**src/rtl/micro_sequencer.sv**
```systemverilog
// micro_sequencer
//   Next-state controller for the control-state datapath. Holds the current
//   control state and picks its successor each cycle from the sequencing
//   type and the candidate addresses offered by the current state. Adds
//   memory-wait stalling with a timeout trap, halt at instruction
//   boundaries, illegal-target trapping and a retired-instruction counter.
//
// Ports
//   clock, reset      : rising-edge clock, synchronous active-high reset
//   ty                : sequencing type 00 IB, 01 SB, 10 BC, 11 DB
//   ib_addr           : decoder dispatch address (first state of instruction)
//   sb_addr           : addressing-mode second-level dispatch address
//   db_addr           : direct next address
//   bc_addr_t/_f      : branch targets for z=1 / z=0
//   z                 : zero flag
//   mem_req, mem_ack  : memory handshake (see below)
//   halt_req          : request halt at the next IB boundary
//   state             : current control state (also the FSM debug view)
//   stall             : combinational mem_req & ~mem_ack & ~halted
//   halted            : state == HALT_STATE
//   instr_start       : one-cycle pulse, cycle after a taken IB dispatch
//   instr_count       : taken IB dispatches, wraps
//   illegal_err       : sticky, an illegal next address was trapped
//   bus_err           : sticky, a stall timeout was trapped
//
// Memory handshake: mem_req is the request (valid) raised by the current
// state, mem_ack is the completion (ready). A cycle with mem_req=1 and
// mem_ack=1 completes and advances; mem_req=1 with mem_ack=0 holds state.
// Both are ignored while halted.
module micro_sequencer #(
  parameter int                 STATE_W     = 5,
  parameter logic [STATE_W-1:0] RESET_STATE = 5'b00111,
  parameter logic [STATE_W-1:0] LAST_STATE  = 5'b10101,
  parameter logic [STATE_W-1:0] HALT_STATE  = 5'b11111,
  parameter int                 TIMEOUT     = 16,
  parameter int                 CNT_W       = 16
) (
  input  logic               clock,
  input  logic               reset,
  input  logic [1:0]         ty,
  input  logic [STATE_W-1:0] ib_addr,
  input  logic [STATE_W-1:0] sb_addr,
  input  logic [STATE_W-1:0] db_addr,
  input  logic [STATE_W-1:0] bc_addr_t,
  input  logic [STATE_W-1:0] bc_addr_f,
  input  logic               z,
  input  logic               mem_req,
  input  logic               mem_ack,
  input  logic               halt_req,
  output logic [STATE_W-1:0] state,
  output logic               stall,
  output logic               halted,
  output logic               instr_start,
  output logic [CNT_W-1:0]   instr_count,
  output logic               illegal_err,
  output logic               bus_err
);

  localparam logic [1:0] TY_IB = 2'b00;
  localparam logic [1:0] TY_SB = 2'b01;
  localparam logic [1:0] TY_BC = 2'b10;
  localparam logic [1:0] TY_DB = 2'b11;

  localparam int            SC_W       = $clog2(TIMEOUT + 1);
  // Trap on the stall cycle that would bring the count to TIMEOUT.
  localparam logic [SC_W-1:0] TIMEOUT_M1 = SC_W'(TIMEOUT - 1);

  logic [SC_W-1:0]    stall_cnt;
  logic [STATE_W-1:0] nxt;

  always_comb begin
    nxt = db_addr;
    case (ty)
      TY_IB:   nxt = ib_addr;
      TY_SB:   nxt = sb_addr;
      TY_BC:   nxt = z ? bc_addr_t : bc_addr_f;
      TY_DB:   nxt = db_addr;
      default: nxt = db_addr;
    endcase
  end

  assign halted = (state == HALT_STATE);
  assign stall  = mem_req & ~mem_ack & ~halted;

  always_ff @(posedge clock) begin
    if (reset) begin
      state       <= RESET_STATE;
      instr_start <= 1'b0;
      instr_count <= '0;
      illegal_err <= 1'b0;
      bus_err     <= 1'b0;
      stall_cnt   <= '0;
    end else begin
      instr_start <= 1'b0;
      if (halted) begin
        stall_cnt <= '0;
        // Resume straight into the held decoder address; counts as a dispatch.
        if (!halt_req) begin
          state       <= ib_addr;
          instr_count <= instr_count + CNT_W'(1);
          instr_start <= 1'b1;
        end
      end else if (stall) begin
        if (stall_cnt == TIMEOUT_M1) begin
          state     <= RESET_STATE;
          bus_err   <= 1'b1;
          stall_cnt <= '0;
        end else begin
          stall_cnt <= stall_cnt + SC_W'(1);
        end
      end else begin
        stall_cnt <= '0;
        if (ty == TY_IB && halt_req) begin
          state <= HALT_STATE;
        end else if (nxt > LAST_STATE) begin
          state       <= RESET_STATE;
          illegal_err <= 1'b1;
        end else begin
          state <= nxt;
          if (ty == TY_IB) begin
            instr_count <= instr_count + CNT_W'(1);
            instr_start <= 1'b1;
          end
        end
      end
    end
  end

endmodule

```
**config.mk**
```make
export PLATFORM = sky130hd
export DESIGN_NAME = micro_sequencer
export DESIGN_NICKNAME = d
export VERILOG_FILES = /design/src/rtl/micro_sequencer.sv
export SDC_FILE = /design/constraint.sdc
export NUM_CORES = 1
export LEC_CHECK = 0
export CAP_MARGIN = 15
export CORE_AREA = 2 2 81 83
export DETAILED_ROUTE_END_ITERATION = 7
export DIE_AREA = 0 0 83 85
export PLACE_DENSITY = 0.51
export SLEW_MARGIN = 25
export SYNTH_ARGS = -nofsm -noshare
export SYNTH_HDL_FRONTEND = slang
export SYNTH_SLANG_ARGS = --single-unit
export TNS_END_PERCENT = 20
```
**constraint.sdc**
```tcl
create_clock -name clock -period 3.95 [get_ports clock]
set_input_delay 0.79 -clock clock [delete_from_list [all_inputs] [get_ports clock]]
set_output_delay 0.79 -clock clock [all_outputs]
set_load 0.02 [all_outputs]
```
==> flow_summary.ini, run 1 <==
[setup_path]
worstSetupPathType = input pin to register
critPathCaptureType = register
ff2ff_path_depth = 5
worstPathMaxFanout = 10
crit_path_top_delay_cell = clkdlybuf4s50_1
reg2reg_from = instr_count[3]
regToRegEndpoint = instr_count[12]
crit_buf_inv = 2
critPathMaxStageDelay_ns = 0.62
cp-start-kind = input pin
path_cells = clkdlybuf4s50_1 > mux2_1 > mux4_2 > a211o_1 > buf_4 > a211oi_2 > mux2_1
cp_top_family = multiplexers
path_common_cell = mux2_1
required_ns = 4.11
critPathArrivalTime_ns = 3.61
r2r_slack_ns = 1.74

[sta]
max_clock_freq_mhz = 290
maxSlewHeadroom = 0.608
rsz0062_at_grt = no
setup_tns_ns = 0
slew_violations = 0
whs_ns = 0.449
period_minus_slack_ns = 3.45
tightest_slew_ns = 0.582
setup_viol = 0
finalHoldViolCount = 0
period_share = 0.873
skew_ns = 0.00779

[flow_run]
cap_violations = 0

[routing]
drc = 0
top_layer = met4
initialDrtViolationCount = 66
wirelength_um = 4580
wl_per_cell_um = 13.5
ant_nets = 0
m1WireLength_um = 2090
wl_met2_um = 2070
route.vias.total = 1689
dr.pass1.iters = 4
viasPerCell = 4.98
met3_length_um = 359

[cts]
cts_buffers = 5
hold_buffers = 0
clock_path_buffers = 2
cts-resized-gates = 0
post_cts_buffers = 0
cts.sinks = 29
cts.clk_slew.worst_paths_ns = 0.06
h-tree-depth = 2
cts_root_buffer = clkbuf_8
cts_tree = done
clock_latency_ns = 0.28

[synth]
ys_seq_elements = 29
async_flop_share = 0
yosys_most_used_dff = dfxtp_1
synth_compound_area_frac = 0.203
syn_inst = 200
syn-cell-area_mm2 = 0.00180
synthTopCellsByCount = dfxtp_1, nor2_1, mux2_1, nor2b_1
yosys.area.top_type = dfxtp_1
synthXorXnorAreaFrac = 0.00976
synth_cell_types = 45
netlist_top_cells_area = dfxtp_1, mux2_1, mux4_2, nor2_1, a2111oi_2
yosysMostFrequentCell = dfxtp_1
synth_warnings = 0
synthSimpleGateAreaFrac = 0.199
synth_adder_area_share = 0.0209
syn_avg_cell_area_um2 = 8.98
synth_top_family_by_area = compound AO/OA/AOI/OAI gates
synth_fp_nets = 236
synth_edf_count = 0
synthMuxAreaShare = 0.186
synth_top_area_share = 0.323
ys_seq_area_frac = 0.323

[floorplanning]
core-area_mm2 = 0.00620
die_w_um = 83
std_cell_rows = 29
die_area_mm2 = 0.00706
start_util = 0.289
ios = 59
die_height_um = 85

[placed_design]
place_congestion = 0.789
dp.cells = 331
place_hpwl_um = 3550
port_buffers = 58

[hold_path]
min_from = stall_cnt[0]
holdPathEnd = stall_cnt[0]
holdPathStages = 1
hp-class = register to register

[finish]
areaGrowthSynthToFinish_pct = 43.2
layout.nets = 297
fill_cells = 620
fin_cells = 339
multi_input_area_mm2 = 0.00111
seq_area_um2 = 581
drive_above_1_share = 0.111
antenna_cells = 0

[global_route]
grt_pass1_vias = 1668
grt_use_total = 0.136
grt_max_degree = 34
grt-ovfl-total = 0
grt_pass1_wl_um = 7800
antenna_found_initial = 0

[pwr]
ir_drop_v = 0.000122
p_per_area_mw_per_mm2 = 296
leakagePower_uw = 0.000976

[run_status]
status = complete, no violations
-- cell usage in the layout (no fill, tap or decap), drive strengths merged, types with 3 or more instances in the layout --
| master | n |
|---|---|
| nor3 | 4 |
| clkdlybuf4s50 | 57 |
| nor2b | 12 |
| inv | 13 |
| o21ai | 5 |
| mux4 | 5 |
| dfxtp | 29 |
| mux2i | 3 |
| a21oi | 10 |
| and3 | 5 |
| buf | 6 |
| mux2 | 17 |
| a2111oi | 5 |
| ha | 3 |
| nand2 | 11 |
| nand3 | 10 |
| nor2 | 23 |
| a211oi | 8 |
| clkbuf | 7 |
-- stage by stage --
step	setup slack [ns]	total power [uW]	cell area, um2	utilization
floorplan	0.986	382	1800	-
global placement	0.246	448	2460	0.396
detailed placement	0.219	447	2450	0.396
CTS	0.509	774	2570	0.414
global route	0.411	803	2570	0.414
finish	0.502	761	2570	0.414
-- how the worst max path moves through the flow --
| stage | slack [ns] | cells past startpoint | endpoint | from |
|---|---|---|---|---|
| 2_1_floorplan | 0.99 | 8 | instr_count[5] | z |
| 6_report | 0.50 | 7 | instr_count[6] | z |
| 5_1_grt | 0.41 | 7 | instr_count[5] | z |
| 3_3_place_gp | 0.25 | 7 | instr_count[5] | z |
| 4_1_cts | 0.51 | 7 | instr_count[6] | z |
| 3_5_place_dp | 0.22 | 7 | instr_count[5] | z |
-- logic make-up (layout without fill, tap and decap cells) --
| logic type | count (synthesis) | count (layout) |
|---|---|---|
| buf+inv | 23 | 85 |
| compound gates | 45 | 45 |
| fa+ha+maj | 3 | 3 |
| flops | 29 | 29 |
| mux | 25 | 25 |
| xor+xnor | 2 | 2 |
| simple gates | 73 | 73 |
-- sequential cells by signal, summed over array words and instances (netlist names) --
signal       cells
illegal_err      1
instr_count     16
instr_start      1
stall_cnt        5
state            5
bus_err          1
-- power by group --
group          switching (uW)  internal [uW]
sequential               6.02            300
combinational            61.5           71.7
clock                     116            205
total                     184            577
-- final cells by class --
type | count | area share
sequential | 29 | 0.226
clock buffer | 7 | 0.0336
inverter | 14 | 0.0204
tap | 77 | 0.0375
timing repair buffer | 63 | 0.238
clock inverter | 1 | 0.0117
multi-input combinational | 148 | 0.433
-- layer usage --
metal | vias to the layer above | GRT usage
li1 | 853 | -
met1 | 774 | 0.167
met2 | 56 | 0.226
met3 | 6 | 0.0486
met4 | 0 | 0.0402
met5 | - | 0
(Power assumes the default switching activity.)
==> run 2, diff against run 1 <==
--- a/config.mk
+++ b/config.mk
@@ -6,9 +6,9 @@
 export NUM_CORES = 1
 export LEC_CHECK = 0
 export CAP_MARGIN = 15
-export CORE_AREA = 2 2 81 83
+export CORE_AREA = 2 2 96 70
 export DETAILED_ROUTE_END_ITERATION = 7
-export DIE_AREA = 0 0 83 85
+export DIE_AREA = 0 0 98 72
 export PLACE_DENSITY = 0.51
 export SLEW_MARGIN = 25
 export SYNTH_ARGS = -nofsm -noshare
==> flow_summary.ini, run 2 (same netlist as run 1, synthesis figures left out) <==
[run_status]
status = complete, no violations

[finish]
antenna_cells = 0
seq_area_um2 = 581
largest_reg_flops = 16
areaGrowthSynthToFinish_pct = 42.4
largestRegisters = instr_count (16), stall_cnt (5), state (5)
fin_cells = 340
layout_common_cells = clkdlybuf4s50_1, dfxtp_1, nor2_1
final_common_cell = clkdlybuf4s50_1
fill_cells = 599
multi_input_area_mm2 = 0.00111
largest-register = instr_count
drive_above_1_share = 0.115
layout.nets = 297
utilization = 0.420

[global_route]
grt-ovfl-total = 0
grt_max_degree = 32
antenna_found_initial = 0
grt_pass1_wl_um = 7870
grt_use_total = 0.137
grt_pass1_vias = 1522

[sta]
maxSlewHeadroom = 0.552
period_share = 0.877
setup_tns_ns = 0
setup_viol = 0
max_clock_freq_mhz = 289
finalHoldViolCount = 0
skew_ns = 0.00566
fin_ws_ns = 0.487
rsz0062_at_grt = no
period_minus_slack_ns = 3.46
slew_violations = 0
tightest_slew_ns = 0.666

[floorplanning]
die_area_mm2 = 0.00706
die_height_um = 72
die_w_um = 98
ios = 59
std_cell_rows = 24
start_util = 0.295
core-area_mm2 = 0.00610

[setup_path]
worstPathMaxFanout = 11
worstSetupPathType = input pin to register
critPathMaxStageDelay_ns = 0.64
path_common_cell = mux2_1
path_cells = clkdlybuf4s50_1 > mux2_1 > mux4_2 > a211o_1 > buf_4 > a211oi_2 > mux2_1
required_ns = 4.11
critPathArrivalTime_ns = 3.63
crit_path_top_delay_cell = clkdlybuf4s50_1
cp-start-kind = input pin
critPathCaptureType = register

[placed_design]
port_buffers = 58
place_congestion = 0.814
place_hpwl_um = 3700
dp.cells = 332
dp_worst_setup_slack_ns = 0.203

[cts]
hold_buffers = 0
cts_root_buffer = clkbuf_8
cts.sinks = 29
cts-resized-gates = 0
h-tree-depth = 2
cts_tree = done
post_cts_buffers = 0
cts_buffers = 5
clock_path_buffers = 2
cts.clk_slew.worst_paths_ns = 0.07
clock_latency_ns = 0.28

[pwr]
leakagePower_uw = 0.000972
total_power_uw = 715
ir_drop_v = 0.000134
p_per_area_mw_per_mm2 = 280

[routing]
wirelength_um = 4760
initialDrtViolationCount = 86
wl_per_cell_um = 14.0
route.vias.total = 1685
drc = 0
ant_nets = 0
viasPerCell = 4.96
dr.pass1.iters = 4

[hold_path]
hp-class = register to register

[flow_run]
cap_violations = 0
[run 2: layout make-up]
class	instances	share of cell area
clock buffers	7	0.0377
inverters	14	0.0205
flip-flops and latches	29	0.227
repair buffers	63	0.240
clock inverters	1	0.00196
multi-input cells	148	0.435
well taps	78	0.0382
[run 2: path summary, 6_finish.rpt]
check	from	endpoint	slack, ns	cells past startpoint
setup reg to reg	instr_count[3]	instr_count[14]	1.61	5
hold reg to reg	stall_cnt[0]	stall_cnt[0]	0.45	1
setup / recovery	z	instr_count[5]	0.49	7
hold / removal	stall_cnt[0]	stall_cnt[0]	0.45	1
[run 2: power breakdown]
part	switching [uW]	leakage [uW]	total, uW	internal [uW]
sequential	6.10	0.000235	306	300
clock	117	0.0000542	274	157
combinational	63.4	0.000682	135	71.7
total	186	0.000972	715	529
[run 2: layer usage]
| metal | vias up | GRT usage | share of wire |
|---|---|---|---|
| met4 | 0 | 0.0231 | 0.0027 |
| met1 | 794 | 0.222 | 0.53 |
| met3 | 2 | 0.0395 | 0.054 |
| met5 | - | 0 | 0 |
| met2 | 34 | 0.177 | 0.41 |
| li1 | 855 | - | - |
[run 2: per-stage QoR]
step,hold WS (ns),area (um2)
floorplan,0.418,1800
global placement,0.434,2460
detailed placement,0.438,2460
CTS,0.447,2560
global route,0.465,2560
finish,0.447,2560
[run 2: critical path, delay by kind of cell]
family	cells	cell delay (ns)
buffers and inverters	2	0.90
AO/OA/AOI/OAI	2	0.73
multiplexers	3	1.20
